<file path="src/rtl/s2p_frame_pkg.sv">
// Shared definitions for the s2p frame controller: FSM states and counter widths.
package s2p_frame_pkg;

  localparam int unsigned NIB_W     = 4;
  localparam int unsigned BIT_CNT_W = 2;

  typedef enum logic [1:0] {
    ST_IDLE   = 2'd0,
    ST_DATA   = 2'd1,
    ST_PARITY = 2'd2,
    ST_STOP   = 2'd3
  } state_e;

  function automatic int unsigned nib_cnt_w(input int unsigned n);
    return (n > 1) ? $clog2(n) : 1;
  endfunction

endpackage

</file>
<file path="src/rtl/s2p_frame_cnt.sv">
// Bit/nibble counter pair for the s2p frame controller.
module s2p_frame_cnt
  import s2p_frame_pkg::*;
#(
  parameter int unsigned NIBBLES   = 2,
  parameter int unsigned NIB_CNT_W = 1
) (
  input  logic                 clk,
  input  logic                 reset,
  input  logic                 clr,
  input  logic                 inc,
  output logic [BIT_CNT_W-1:0] bit_cnt,
  output logic [NIB_CNT_W-1:0] nib_cnt,
  output logic                 nibble_done,
  output logic                 last_nibble
);

  logic [BIT_CNT_W-1:0] bit_cnt_q, bit_cnt_d;
  logic [NIB_CNT_W-1:0] nib_cnt_q, nib_cnt_d;

  assign nibble_done = (bit_cnt_q == '1);
  assign last_nibble = (nib_cnt_q == NIB_CNT_W'(NIBBLES - 1));
  assign bit_cnt     = bit_cnt_q;
  assign nib_cnt     = nib_cnt_q;

  always_comb begin
    bit_cnt_d = bit_cnt_q;
    nib_cnt_d = nib_cnt_q;
    if (clr) begin
      bit_cnt_d = '0;
      nib_cnt_d = '0;
    end else if (inc) begin
      bit_cnt_d = bit_cnt_q + BIT_CNT_W'(1);
      if (nibble_done) begin
        nib_cnt_d = last_nibble ? '0 : nib_cnt_q + NIB_CNT_W'(1);
      end
    end
  end

  always_ff @(posedge clk or posedge reset) begin
    if (reset) begin
      bit_cnt_q <= '0;
      nib_cnt_q <= '0;
    end else begin
      bit_cnt_q <= bit_cnt_d;
      nib_cnt_q <= nib_cnt_d;
    end
  end

endmodule

</file>
<file path="src/rtl/s2p_frame_ctrl.sv">
// Frame sequencer for the 4-bit s2p shifter: start detect, nibble assembly,
// stop check and valid/ready output. Optional even parity via S2P_FRAME_PARITY_EN.
module s2p_frame_ctrl
  import s2p_frame_pkg::*;
#(
  parameter int unsigned NIBBLES  = 2,
  parameter logic        IDLE_LVL = 1'b1
) (
  input  logic                     clk,
  input  logic                     reset,
  input  logic                     sin,
  input  logic                     enable,
  output logic                     s2p_en,
  input  logic [NIB_W-1:0]         s2p_pout,
  output logic [NIB_W*NIBBLES-1:0] out_data,
  output logic                     out_valid,
  input  logic                     out_ready,
  output logic                     frame_err,
  output logic                     overrun,
`ifdef S2P_FRAME_PARITY_EN
  output logic                     parity_err,
`endif
  input  logic                     err_clr
);

  localparam int unsigned W         = NIB_W * NIBBLES;
  localparam int unsigned NIB_CNT_W = nib_cnt_w(NIBBLES);

  state_e state_q, state_d;

  logic                 s2p_en_q, s2p_en_d;
  logic [W-1:0]         asm_q, asm_d;
  logic [W-1:0]         out_data_q, out_data_d;
  logic                 out_valid_q, out_valid_d;
  logic                 frame_err_q, frame_err_d;
  logic                 overrun_q, overrun_d;

  logic                 cnt_clr, cnt_inc;
  logic [BIT_CNT_W-1:0] bit_cnt;
  logic [NIB_CNT_W-1:0] nib_cnt;
  logic                 nibble_done, last_nibble;

  logic                 stop_ok, word_good, load, ferr_set, ovr_set;
  logic                 par_bad;

  s2p_frame_cnt #(
    .NIBBLES   (NIBBLES),
    .NIB_CNT_W (NIB_CNT_W)
  ) u_cnt (
    .clk         (clk),
    .reset       (reset),
    .clr         (cnt_clr),
    .inc         (cnt_inc),
    .bit_cnt     (bit_cnt),
    .nib_cnt     (nib_cnt),
    .nibble_done (nibble_done),
    .last_nibble (last_nibble)
  );

  // State register
  always_ff @(posedge clk or posedge reset) begin
    if (reset) state_q <= ST_IDLE;
    else       state_q <= state_d;
  end

  // Next-state logic
  always_comb begin
    state_d = state_q;
    unique case (state_q)
      ST_IDLE:   if (enable && (sin == ~IDLE_LVL)) state_d = ST_DATA;
      ST_DATA: begin
        if (nibble_done && last_nibble) begin
`ifdef S2P_FRAME_PARITY_EN
          state_d = ST_PARITY;
`else
          state_d = ST_STOP;
`endif
        end
      end
      ST_PARITY: state_d = ST_STOP;
      ST_STOP:   state_d = ST_IDLE;
      default:   state_d = ST_IDLE;
    endcase
  end

  // Output / control decode
  always_comb begin
    s2p_en_d = (state_d == ST_DATA);
    cnt_inc  = (state_q == ST_DATA);
    cnt_clr  = (state_q != ST_DATA);
    stop_ok  = (sin == IDLE_LVL);
    word_good = (state_q == ST_STOP) && stop_ok && !par_bad;
    ferr_set  = (state_q == ST_STOP) && !stop_ok;
    load      = word_good && (!out_valid_q || out_ready);
    ovr_set   = word_good && !load;
  end

`ifdef S2P_FRAME_PARITY_EN
  logic par_q, par_d;
  logic par_bad_q, par_bad_d;
  logic parity_err_q, parity_err_d;
  logic perr_set;

  always_comb begin
    par_d     = par_q;
    par_bad_d = par_bad_q;
    perr_set  = 1'b0;
    unique case (state_q)
      ST_IDLE: begin
        par_d     = 1'b0;
        par_bad_d = 1'b0;
      end
      ST_DATA:   par_d = par_q ^ sin;
      ST_PARITY: begin
        par_bad_d = par_q ^ sin;
        perr_set  = par_q ^ sin;
      end
      default: ;
    endcase
    parity_err_d = perr_set | (parity_err_q & ~err_clr);
  end

  always_ff @(posedge clk or posedge reset) begin
    if (reset) begin
      par_q        <= 1'b0;
      par_bad_q    <= 1'b0;
      parity_err_q <= 1'b0;
    end else begin
      par_q        <= par_d;
      par_bad_q    <= par_bad_d;
      parity_err_q <= parity_err_d;
    end
  end

  assign par_bad    = par_bad_q;
  assign parity_err = parity_err_q;
`else
  assign par_bad = 1'b0;
`endif

  // Nibble j is sampled one edge after it completes (bit_cnt back at 0, nib_cnt=j+1);
  // the final nibble is taken in PARITY or, without parity, in STOP via asm_d.
  always_comb begin
    asm_d = asm_q;
    if ((state_q == ST_DATA) && (bit_cnt == '0) && (nib_cnt != '0)) begin
      for (int unsigned i = 0; i < NIBBLES - 1; i++) begin
        if (nib_cnt == NIB_CNT_W'(i + 1)) asm_d[(NIBBLES-1-i)*NIB_W +: NIB_W] = s2p_pout;
      end
    end
`ifdef S2P_FRAME_PARITY_EN
    if (state_q == ST_PARITY) asm_d[NIB_W-1:0] = s2p_pout;
`else
    if (state_q == ST_STOP) asm_d[NIB_W-1:0] = s2p_pout;
`endif
    out_data_d  = load ? asm_d : out_data_q;
    out_valid_d = load | (out_valid_q & ~out_ready);
    frame_err_d = ferr_set | (frame_err_q & ~err_clr);
    overrun_d   = ovr_set | (overrun_q & ~err_clr);
  end

  always_ff @(posedge clk or posedge reset) begin
    if (reset) begin
      s2p_en_q    <= 1'b0;
      asm_q       <= '0;
      out_data_q  <= '0;
      out_valid_q <= 1'b0;
      frame_err_q <= 1'b0;
      overrun_q   <= 1'b0;
    end else begin
      s2p_en_q    <= s2p_en_d;
      asm_q       <= asm_d;
      out_data_q  <= out_data_d;
      out_valid_q <= out_valid_d;
      frame_err_q <= frame_err_d;
      overrun_q   <= overrun_d;
    end
  end

  assign s2p_en    = s2p_en_q;
  assign out_data  = out_data_q;
  assign out_valid = out_valid_q;
  assign frame_err = frame_err_q;
  assign overrun   = overrun_q;

endmodule
</file>
<file path="config.mk">
export PLATFORM = sky130hd
export DESIGN_NAME = s2p_frame_ctrl
export DESIGN_NICKNAME = d
export VERILOG_FILES = /design/src/rtl/s2p_frame_pkg.sv /design/src/rtl/s2p_frame_cnt.sv /design/src/rtl/s2p_frame_ctrl.sv
export SDC_FILE = /design/constraint.sdc
export NUM_CORES = 1
export LEC_CHECK = 0
export BUFFER_PORTS_ARGS = -buffer_cell sky130_fd_sc_hd__buf_2
export CORE_AREA = 2 2 51 53
export DETAILED_ROUTE_END_ITERATION = 10
export DIE_AREA = 0 0 53 55
export GPL_ROUTABILITY_DRIVEN = 0
export PLACE_DENSITY = 0.71
export SLEW_MARGIN = 20
export SYNTH_ARGS = -nofsm -noshare
export SYNTH_HDL_FRONTEND = slang
export SYNTH_SLANG_ARGS = --single-unit
</file>
<file path="constraint.sdc">
create_clock -name clk -period 1.6 [get_ports clk]
set_input_delay 0.48 -clock clk [delete_from_list [all_inputs] [get_ports clk]]
set_output_delay 0.48 -clock clk [all_outputs]
set_load 0.02 [all_outputs]
</file>
-- Word-level counts from Yosys, hierarchy flattened
Cells that the tools add are included.
- input port bits: 10
- register bits after elaboration: 25
- output and inout bits: 12
- multiplexer cells: 12
- add/sub/neg operators: 2
- bitwise operators: 9
- equality and inequality tests: 6
- reduce and logical (&&, ||, !) cells: 17
- operator list (kind ; number):
    two-way mux 4 bit ; 3
    logical AND 1 bit ; 8
    two-way mux 2 bit ; 4
    case mux 2 bit (4 select lines) ; 1
    == test 2 bit, second input constant ; 3
    == test 2 x 1 -> 1 bit, second input constant ; 2
    zero test 2 bit ; 2
    two-way mux 1 bit ; 4
    nonzero test 2 bit ; 2
    bitwise AND 1 bit ; 3
    zero test 1 bit ; 3
    NOT 1 bit ; 3
    bitwise OR 1 bit ; 3
    adder 2 x 1 -> 2 bit, second input constant ; 1
    != test 2 x 1 -> 1 bit, second input constant ; 1
    AND reduction 2 bit ; 1
    adder 1 bit, second input constant ; 1
    logical OR 1 bit ; 1

-- Logic depth before layout (Yosys ltp)
Gate-level depths: netlist (run 1).
- word-level depth: 6
- depth in mapped cells: 5
- depth with buffers taken out: 5

-- Cells and area by module
From an unflattened synthesis (run 1), not the netlist that was laid out.
- cell total of the unflattened synthesis: 78
- area total of the unflattened synthesis: 1089.8 um2
- modules (own cells, without submodules) (module ; seq. area each (um2) ; instances ; cells an instance ; area an instance (um2)):
    s2p_frame_ctrl ; 550.5 ; 1 ; 65 ; 942.2
    s2p_frame_cnt ; 75.1 ; 1 ; 13 ; 147.6

-- Worst setup path before layout (run 1)
No wires, ideal clock.
- path kind: reg2reg
- start: reg state_q[1]
- end: reg out_data_q[4] (netlist: out_data[4])
- stages on the path, launching flop included: 6
- buffers on the path: 0
- path slack: 0.051 ns
- arrival: 1.424 ns
- setup time: 0.125 ns
- period minus slack after synthesis: 1.549 ns
- path through: dfrtp_1 inv_1 ha_1 nand3_4 mux2_4 mux2_4
- cells in the longest elaborated chain, start to end: 4
- elaborated cells between the ends (all ways): 7
- those cells by class: eq/ne: 2; mux: 1; reduce/logical: 4
- ends and longest elaborated chain (item ; RTL line ; source):
    start, declared ; s2p_frame_ctrl.sv:29 ; state_e state_q, state_d;
    start signal, assigned ; s2p_frame_ctrl.sv:63 ; else state_q <= state_d;
    == test 2 x 1 -> 1 bit ; s2p_frame_ctrl.sv:145 ; if ((state_q == ST_DATA) && (bit_cnt == '0) && (nib_cnt != '0)) begin
    logical AND 1 bit (2 in series) ; s2p_frame_ctrl.sv:145 ;
    two-way mux 4 bit ; s2p_frame_ctrl.sv:145 ;
    named net asm_d[4] ; s2p_frame_ctrl.sv:32 ; logic [W-1:0] asm_q, asm_d;
    end signal, assigned ; s2p_frame_ctrl.sv:172 ; out_data_q <= out_data_d;
    end, declared ; s2p_frame_ctrl.sv:33 ; logic [W-1:0] out_data_q, out_data_d;
The timed path passes the listed nets, and every way through them passes these cells.
A chain may end at the register's enable or synchronous reset.

-- Worst setup path in the final report (run 1)
Ends and elaborated chain as after synthesis.

==> results.yml, run 1 <==
sta:
  max_slew.worst_pin.slew_ns: 0.3156
  max_freq_mhz: 644.2
  final.setup_skew_ns: 0.002240
  final_period_minus_worst_setup_slack_ns: 1.552
  hold_ws_ns: 0.1723
  slew_headroom: 0.7883
  drv_slew: 0
  timing.final.hold_violations: 0
  finalCritPeriodShare: 0.9702
  timing.final.setup_violations: 0
worst_setup_path:
  cp.required_ns: 1.82
  crit_path_start_kind: "flip-flop"
  critical-path-max-stage-delay_ns: 0.40
  critical_path.top_delay_family: "multiplexers"
  reg2reg_setup_slack_ns: 0.05
  path_common_cell: "mux2_4"
  cp_slowest_cell: "dfrtp_1"
  critPathCaptureType: "flip-flop"
  cp.buffers_inverters: 2
  cp_data_arrival_time_ns: 1.77
  reg2reg_depth: 6
  crit_chain: "buf_4 -> inv_4 -> ha_4 -> nand3_4 -> mux2_4 -> mux2_4"
  reg2reg_to: "out_data[4]"
  critical_path.max_fanout: 4
  path_class: "flip-flop to flip-flop"
  regToRegStartpoint: "state_q[1]"
synth:
  synth_cells: 75
  syn_nets: 90
  synth.avg_cell_area_um2: 14.33
  yosys_register_bits: 25
  yosys_warnings: 0
  synth-seq-area-share: 0.5821
  synth.distinct_cells: 21
  syn-cell-area_um2: 1075
global_route:
  pin_count_of_the_biggest_net_entering_global_routing: 26
  grt_use_total: 0.1404
  vias_in_the_first_global_route: 667
  wire_length_of_the_first_global_routing_pass_mm: 2.870
  antenna_violations_before_repair: 0
  grt.overflow.total: 0
placement:
  io_buffer_count: 21
  hpwlAfterDp_mm: 1.278
  numPlacedInstances: 133
  placedInstanceArea_um2: 1270
final_layout:
  final-seq-area_um2: 625.6
  num_antenna_cells: 0
  combined_area_of_the_multi_input_logic_cells_um2: 434.2
  num-fill-cells: 214
  num-nets-final: 124
  post_route_non_filler_standard_cell_count: 138
  syn2layout_area_growth_pct: 23.98
  post-route-cell-area_um2: 1333
  final_core_utilization: 0.5635
  post_route_cells_drive_above_1_share: 0.4722
clock_network:
  clk_path_buf_depth: 2
  clk-insertion-delay-late_ns: 0.32
  ctsHoldBuffers: 0
  cts_inserted_buffers: 3
  tritoncts: "done"
  ctsHtreeMaxLevel: 1
  clockRootBuffer: "clkbuf_4"
  numClockSinks: 25
  cts.clk_slew.worst_paths_ns: 0.13
floorplan:
  initial_core_util: 0.4545
  die_width_um: 53
  num_io_pins: 22
  fp.dieH_um: 55
  row_count: 18
  core-area_um2: 2365
  die_area_um2: 2915
power_and_ir_drop:
  power_density_nw_per_um2: 1820
  power.static_leakage_nw: 0.6668
  vdd.ir_drop.worst_mv: 1.007
drt:
  wire_per_inst_um: 12.55
  remaining_antenna_violation_count_after_routing: 0
  drc_errors: 0
  initial_drc_count: 2
  num_vias: 674
  routed_wl_mm: 1.732
  avgViaCountPerCell: 4.884
  first_pass_iters: 4
status:
  run_status: "completed"
job:
  maxCapViolCount: 0
worst_hold_path:
  hold_path.class: "primary input to asynchronous set/reset pin"
logic make-up after synthesis:
logic type	count (synthesis)	synth area share
flops	25	0.5821
mux	16	0.1956
simple gates	11	0.06752
buf+inv	9	0.03493
compound gates	8	0.05355
fa+ha+maj	5	0.05821
xor+xnor	1	0.008150
area by class of cell:
cell class | instances | share of cell area
clock buffers | 3 | 0.01690
repair buffers | 30 | 0.1296
well taps | 30 | 0.02817
clock inverters | 1 | 0.005634
flip-flops and latches | 25 | 0.4695
inverters | 8 | 0.02441
multi-input cells | 41 | 0.3258
worst max path at each step:
| stage | from | to | slack (ns) | depth (start not counted) |
|---|---|---|---|---|
| finish | state_q[1] | out_data[4] | 0.05 | 6 |
| global route | state_q[1] | out_data[4] | -0.008 | 6 |
| CTS | state_q[1] | out_data[5] | 0.04 | 6 |
| detailed placement | out_ready | out_data[3] | -0.27 | 4 |
| global placement | out_ready | out_data[1] | -0.22 | 4 |
| floorplan | state_q[1] | out_data[4] | 0.05 | 5 |
metal layers:
layer / wire [um] / share of wire / up-vias / track usage
met5: 0 / 0 / - / 0
met4: 30 / 0.017 / 0 / 0.08120
met3: 62 / 0.036 / 4 / 0.03226
met2: 843 / 0.49 / 16 / 0.2146
met1: 795 / 0.46 / 329 / 0.1849
li1: - / - / 325 / -
state kept, by name, indices dropped and copies added (netlist names):
signal / flops
asm_q: 8
frame_err: 1
out_data: 8
out_valid: 1
overrun: 1
s2p_en: 1
state_q: 2
u_cnt.bit_cnt: 2
u_cnt.last_nibble: 1
report_power, final:
part / switching (mW) / internal [mW] / total (mW)
combinational: 0.538 / 0.572 / 1.11
sequential: 0.125 / 0.907 / 1.03
clock: 0.188 / 0.0955 / 0.284
what timing repair did:
item                                    CTS  global route
resized for setup                         4             3
setup buffers                             0             1
endpoints found under the setup margin    8             9
cells in the final DEF (no fill, tap or decap):
| cell type | count |
|---|---|
| buf_2 | 21 |
| ha_2 | 1 |
| nor2b_4 | 1 |
| a31oi_1 | 1 |
| clkbuf_4 | 3 |
| a211oi_1 | 2 |
| mux2_2 | 4 |
| ha_4 | 1 |
| inv_4 | 1 |
| nand3_4 | 1 |
| inv_1 | 7 |
| o22ai_1 | 2 |
| mux2_1 | 4 |
| a21oi_1 | 1 |
| nor2b_1 | 1 |
| nand4_1 | 1 |
| nor2_1 | 1 |
| o32a_1 | 1 |
| mux2_4 | 8 |
| nand2b_1 | 2 |
| a311oi_1 | 1 |
| and2_1 | 2 |
| dfrtp_1 | 25 |
| nand2_1 | 2 |
| clkinvlp_4 | 1 |
| buf_4 | 9 |
| xor2_1 | 1 |
| ha_1 | 3 |
through the flow:
step / setup slack, ns / TNS, ns / power (mW)
finish: 0.04773 / 0 / 2.426
global route: -0.008199 / -0.008208 / 2.612
CTS: 0.03615 / 0 / 2.414
detailed placement: -0.2651 / -1.915 / 2.100
global placement: -0.2201 / -1.636 / 2.065
floorplan: 0.05090 / 0 / 1.785
cell usage after synthesis:
| cell type | n | area (um2) |
|---|---|---|
| buf_4 | 1 | 7.510 |
| ha_1 | 5 | 62.56 |
| a21oi_1 | 1 | 5.000 |
| mux2_2 | 4 | 45.04 |
| xor2_1 | 1 | 8.760 |
| o22ai_1 | 2 | 12.51 |
| nand4_1 | 1 | 6.260 |
| mux2_4 | 8 | 120.1 |
| and2_1 | 2 | 12.51 |
| mux2_1 | 4 | 45.04 |
| dfrtp_1 | 25 | 625.6 |
| nand3_4 | 1 | 17.52 |
| a211oi_1 | 2 | 15.01 |
| a311oi_1 | 1 | 8.760 |
| inv_1 | 8 | 30.03 |
| nand2b_1 | 2 | 12.51 |
| o32a_1 | 1 | 10.01 |
| nor2b_1 | 2 | 12.51 |
| nor2_1 | 1 | 3.750 |
| a31oi_1 | 1 | 6.260 |
| nand2_1 | 2 | 7.510 |
tightest hold or removal path, cell delays in order:
cell   delay [ns]
buf_2        0.09
inv_1        0.04
buf_4        0.29
(Power assumes the default switching activity.)
==> run 2: changes to the inputs <==
- CELL_PAD_IN_SITES_DETAIL_PLACEMENT: not set -> 1
- CELL_PAD_IN_SITES_GLOBAL_PLACEMENT: not set -> 2
- CORE_AREA: 2 2 51 53 -> 2 2 61 63
- DIE_AREA: 0 0 53 55 -> 0 0 63 65
- PLACE_DENSITY: 0.71 -> not set
- PLACE_DENSITY_LB_ADDON: not set -> 0.1
- clock period: 1.6 -> 1.3 ns (I/O delays scaled with it)
==> run 2 against run 1 <==
  * The flow now finishes with violations (negative setup slack)
  * Setup slack worse by 0.22 ns
  * Clock power increased by 20%
  * Count of clock-buffer cells in the layout rose by 1
  * Utilization shrank 7.6 points
  * Clock skew decreased by 0.0012 ns
  * Critical path type unchanged
  * Combinational power up 120%
  * Largest power group unchanged
  * Critical endpoint is now out_data[7]
  * Non-clock buffer count up 20
  * Cell count up 28%
==> results.yml, run 2 (same netlist as run 1, synthesis figures left out) <==
sta:
  final_period_minus_worst_setup_slack_ns: 1.473
  timing.final.hold_violations: 0
  final.setup_skew_ns: 0.001026
  max_freq_mhz: 678.8
  timing.final.setup_violations: 11
  unrepaired_setup_endpoints_after_global_routing: "true"
  hold_ws_ns: 0.1026
  max_slew.worst_pin.slew_ns: 0.3241
  fin_ws_ns: -0.1733
  slew_headroom: 0.7839
  drv_slew: 0
  finalCritPeriodShare: 1.133
global_route:
  grt.overflow.total: 0
  pin_count_of_the_biggest_net_entering_global_routing: 26
  vias_in_the_first_global_route: 795
  antenna_violations_before_repair: 0
  wire_length_of_the_first_global_routing_pass_mm: 3.795
  grt_use_total: 0.1193
worst_setup_path:
  critPathCaptureType: "flip-flop"
  reg2reg_setup_slack_ns: -0.17
  critical-path-max-stage-delay_ns: 0.45
  crit_chain: "inv_2 -> ha_4 -> nand3_4 -> mux2_4 -> mux2_4"
  critical_path.max_fanout: 4
  path_common_cell: "mux2_4"
  path_class: "flip-flop to flip-flop"
  critical_path.top_delay_family: "multiplexers"
  crit_path_start_kind: "flip-flop"
  cp.buffers_inverters: 1
  cp_slowest_cell: "dfrtp_1"
  cp.required_ns: 1.51
  cp_data_arrival_time_ns: 1.68
final_layout:
  post_route_non_filler_standard_cell_count: 176
  layout.cells.most_common: "dfrtp_1"
  post_route_cells_drive_above_1_share: 0.6719
  num_antenna_cells: 0
  mostFrequentLayoutCells: "24 x dfrtp_1, 22 x buf_4, 18 x buf_6"
  num-nets-final: 144
  syn2layout_area_growth_pct: 58.67
power_and_ir_drop:
  power.share.clock: 0.083
  comb_power_share: 0.592
  power.static_leakage_nw: 0.8025
  power_density_nw_per_um2: 2408
  vdd.ir_drop.worst_mv: 0.8000
  internal_power_mw: 2.725
  sw_frac_of_total: 0.3367
  power.net_switching_mw: 1.383
  p_seq_frac: 0.325
floorplan:
  num_io_pins: 22
  die_area_um2: 4095
  fp.dieH_um: 65
  initial_core_util: 0.3074
  die_width_um: 63
  row_count: 22
  core-area_um2: 3496
drt:
  initial_drc_count: 27
  first_pass_iters: 4
  routed_wl_mm: 2.335
  remaining_antenna_violation_count_after_routing: 0
  drc_errors: 0
  wire_per_inst_um: 13.27
  num_vias: 759
  avgViaCountPerCell: 4.313
clock_network:
  clk_path_buf_depth: 2
  cts.clk_slew.worst_paths_ns: 0.13
  ctsHoldBuffers: 0
  numClockSinks: 25
  tritoncts: "done"
  cts_inserted_buffers: 3
  clockRootBuffer: "clkbuf_4"
  clk-insertion-delay-late_ns: 0.31
  ctsHtreeMaxLevel: 1
status:
  run_status: "finished, violations left"
  failed_checks: "negative setup slack"
placement:
  io_buffer_count: 21
  hpwlAfterDp_mm: 1.550
  numPlacedInstances: 159
worst_hold_path:
  hold_path.class: "primary input to asynchronous set/reset pin"
job:
  maxCapViolCount: 0
[run 2: cell count changes in the layout (fill, tap and decap cells not counted), moves of 4 or more]
| cell | previous run | this run |
|---|---|---|
| mux2_4 | 8 | 14 |
| buf_6 | 0 | 18 |
| buf_4 | 9 | 22 |
| mux2_1 | 4 | 0 |
| buf_2 | 21 | 10 |
[run 2: repair_timing]
action | 4_1_cts | 5_1_grt
pin swaps | 2 | 11
gates resized for setup | 7 | 42
setup buffers | 4 | 14
endpoints found under the setup margin | 10 | 24
[run 2: path summary, 6_finish.rpt]
| path | depth (start not counted) | from | to |
|---|---|---|---|
| setup / recovery | 5 | state_q[1] | out_data[7] |
| hold / removal | 3 | reset | u_cnt.bit_cnt[1] |
| setup reg to reg | 5 | state_q[1] | out_data[7] |
| hold reg to reg | 1 | asm_q[6] | asm_q[6] |
| max in group asynchronous | 3 | reset | state_q[0] |
| min in group clk | 2 | err_clr | frame_err |
[run 2: cell type report]
class / instances / area [um2]
Clock buffer: 4 / 26.28
Inverter: 8 / 32.53
Multi-Input combinational cell: 41 / 541.8
Tap cell: 48 / 60.06
Timing Repair Buffer: 50 / 417.9
Fill cell: 365 / 1790
Sequential cell: 25 / 626.9
[run 2: tightest hold or removal path, stage by stage]
cell and delay [ns]:
buf_2 0.09, inv_1 0.04, buf_4 0.30
[run 2: per-stage QoR]
| step | setup slack [ns] | TNS (ns) | instance area [um2] | utilization | power [mW] |
|---|---|---|---|---|---|
| floorplan | -0.1567 | -0.8986 | 1115 | - | 2.300 |
| global placement | -0.1795 | -1.239 | 1393 | 0.3984 | 2.934 |
| detailed placement | -0.1708 | -1.396 | 1393 | 0.3984 | 2.964 |
| CTS | -0.1947 | -1.564 | 1471 | 0.4209 | 3.467 |
| global route | -0.2309 | -2.214 | 1705 | 0.4878 | 4.429 |
| finish | -0.1733 | -1.389 | 1705 | 0.4878 | 4.107 |
[run 2: power groups by stage]
stage / sequential, mW / combinational [mW] / clock, mW
3_5_place_dp: 1.32 / 1.65 / 0
2_1_floorplan: 1.48 / 0.822 / 0
6_report: 1.34 / 2.43 / 0.341
5_1_grt: 1.38 / 2.63 / 0.417
3_3_place_gp: 1.31 / 1.62 / 0
4_1_cts: 1.30 / 1.80 / 0.365
[run 2: metal layers]
metal  global-route usage  up-vias  routed length, um  share of wire
met4              0.04167        0                 13         0.0056
met2               0.1955       11               1248           0.53
met5                    0        -                  0              0
li1                     -      361                  -              -
met3              0.03125        2                 60          0.026
met1               0.1522      385               1013           0.43
==> run 3: changes to the inputs <==
- CORE_AREA: 2 2 61 63 -> 2 2 58 60
- DIE_AREA: 0 0 63 65 -> 0 0 60 62
- clock period: 1.3 -> 1.4 ns (I/O delays scaled with it)
==> run 3 against run 2 <==
  * The flow still finishes with violations (negative setup slack)
  * Routed wire length down 6.2%
  * Clock skew is 0.0036 ns higher
  * Final area is 11% lower
==> results.yml, run 3 (same netlist as run 1, synthesis figures left out) <==
floorplan:
  num_io_pins: 22
  fp.dieH_um: 62
  core-area_um2: 3179
  die_width_um: 60
  initial_core_util: 0.3381
  die_area_um2: 3720
  row_count: 21
global_route:
  antenna_violations_before_repair: 0
  wire_length_of_the_first_global_routing_pass_mm: 3.429
  grt_use_total: 0.1266
  vias_in_the_first_global_route: 764
  pin_count_of_the_biggest_net_entering_global_routing: 26
  grt.overflow.total: 0
placement:
  hpwlAfterDp_mm: 1.551
  placedInstanceArea_um2: 1361
  io_buffer_count: 21
final_layout:
  combined_area_of_the_multi_input_logic_cells_um2: 493.0
  post_route_cells_drive_above_1_share: 0.6050
  num_antenna_cells: 0
  num-fill-cells: 349
  syn2layout_area_growth_pct: 40.74
  num-nets-final: 135
  post-route-cell-area_um2: 1513
  mostFrequentLayoutCells: "23 x dfrtp_1, 21 x buf_2, 15 x mux2_4, 15 x buf_4, 6 x inv_1"
  final-seq-area_um2: 628.1
  layout.cells.most_common: "dfrtp_1"
  final_core_utilization: 0.4758
sta:
  final_period_minus_worst_setup_slack_ns: 1.514
  max_freq_mhz: 660.4
  unrepaired_setup_endpoints_after_global_routing: "true"
  slew_headroom: 0.7885
  final.setup_skew_ns: 0.004643
  max_slew.worst_pin.slew_ns: 0.3172
  fin_ws_ns: -0.1143
  timing.final.hold_violations: 0
  timing.final.setup_violations: 8
  drv_slew: 0
  fin_tns_setup_ns: -0.5645
  finalCritPeriodShare: 1.082
power_and_ir_drop:
  p_total_mw: 3.305
  sw_frac_of_total: 0.3470
  p_seq_frac: 0.366
  vdd.ir_drop.worst_mv: 0.8310
  power.share.clock: 0.095
  internal_power_mw: 2.158
  power_density_nw_per_um2: 2185
  comb_power_share: 0.540
  power.static_leakage_nw: 0.7411
  power.net_switching_mw: 1.147
worst_setup_path:
  crit_path_start_kind: "flip-flop"
  path_class: "flip-flop to flip-flop"
  critPathCaptureType: "flip-flop"
  reg2reg_setup_slack_ns: -0.11
  cp.required_ns: 1.61
  critical_path.max_fanout: 4
  cp_data_arrival_time_ns: 1.73
drt:
  routed_wl_mm: 2.191
  num_vias: 732
  initial_drc_count: 7
  drc_errors: 0
  first_pass_iters: 2
  wire_per_inst_um: 13.28
  remaining_antenna_violation_count_after_routing: 0
  avgViaCountPerCell: 4.436
clock_network:
  ctsHoldBuffers: 0
  tritoncts: "done"
  cts_inserted_buffers: 3
  clk-insertion-delay-late_ns: 0.31
  clk_path_buf_depth: 2
  clockRootBuffer: "clkbuf_4"
  cts.clk_slew.worst_paths_ns: 0.13
  ctsHtreeMaxLevel: 1
  numClockSinks: 25
status:
  failed_checks: "negative setup slack"
  run_status: "finished, violations left"
worst_hold_path:
  hold_path.class: "primary input to asynchronous set/reset pin"
job:
  maxCapViolCount: 0
[run 3: changes by cell type in the layout (fill, tap and decap cells not counted), moves of 2 or more]
cell   delta
buf_6    -13
buf_2    +11
buf_4     -7
ha_1      +2
[run 3: cell type report]
type                            count  area share
Clock buffer                        3     0.01489
Clock inverter                      1    0.003309
Inverter                            8     0.02151
Multi-Input combinational cell     41      0.3259
Sequential cell                    25      0.4152
Tap cell                           46     0.03805
Timing Repair Buffer               41      0.1811
[run 3: what timing repair did]
| action | in CTS | in global routing |
|---|---|---|
| pin swaps | 2 | 3 |
| buffers inserted | 5 | 2 |
| endpoints found under the setup margin | 10 | 11 |
| resized for setup | 5 | 16 |
[run 3: worst paths after layout]
path,from,endpoint,cells after the start
setup / recovery,state_q[1],out_data[5],5
max in group asynchronous,reset,state_q[0],3
hold reg to reg,asm_q[4],asm_q[4],1
setup reg to reg,state_q[1],out_data[5],5
min in group clk,err_clr,frame_err,2
hold / removal,reset,u_cnt.bit_cnt[0],3
[run 3: per-stage QoR]
stage / hold slack [ns] / cells / setup slack [ns]
6_report: 0.1257 / 165 / -0.1143
5_1_grt: 0.1379 / 165 / -0.1625
4_1_cts: 0.1291 / 164 / -0.1186
3_5_place_dp: 0.4779 / 155 / -0.1218
3_3_place_gp: 0.4653 / 155 / -0.09432
2_1_floorplan: 0.4308 / 75 / -0.05675
[run 3: routing by layer]
metal | GRT usage | wire [um]
met1 | 0.1481 | 977
met2 | 0.2283 | 1120
met3 | 0.02692 | 71
met4 | 0.04762 | 21
met5 | 0 | 0
[run 3: critical path, cell delays in order (launching register included)]
cell,delay [ns]
dfrtp_2,0.46
inv_2,0.08
ha_4,0.15
nand3_4,0.13
mux2_4,0.34
mux2_4,0.26
[run 3: power groups by stage]
stage | sequential [mW] | clock (mW) | combinational (mW)
after floorplan | 1.37 | 0 | 0.719
final | 1.21 | 0.313 | 1.78
after CTS | 1.21 | 0.333 | 1.60
after detailed placement | 1.22 | 0 | 1.45
after global placement | 1.21 | 0 | 1.42
after global routing | 1.26 | 0.366 | 1.94
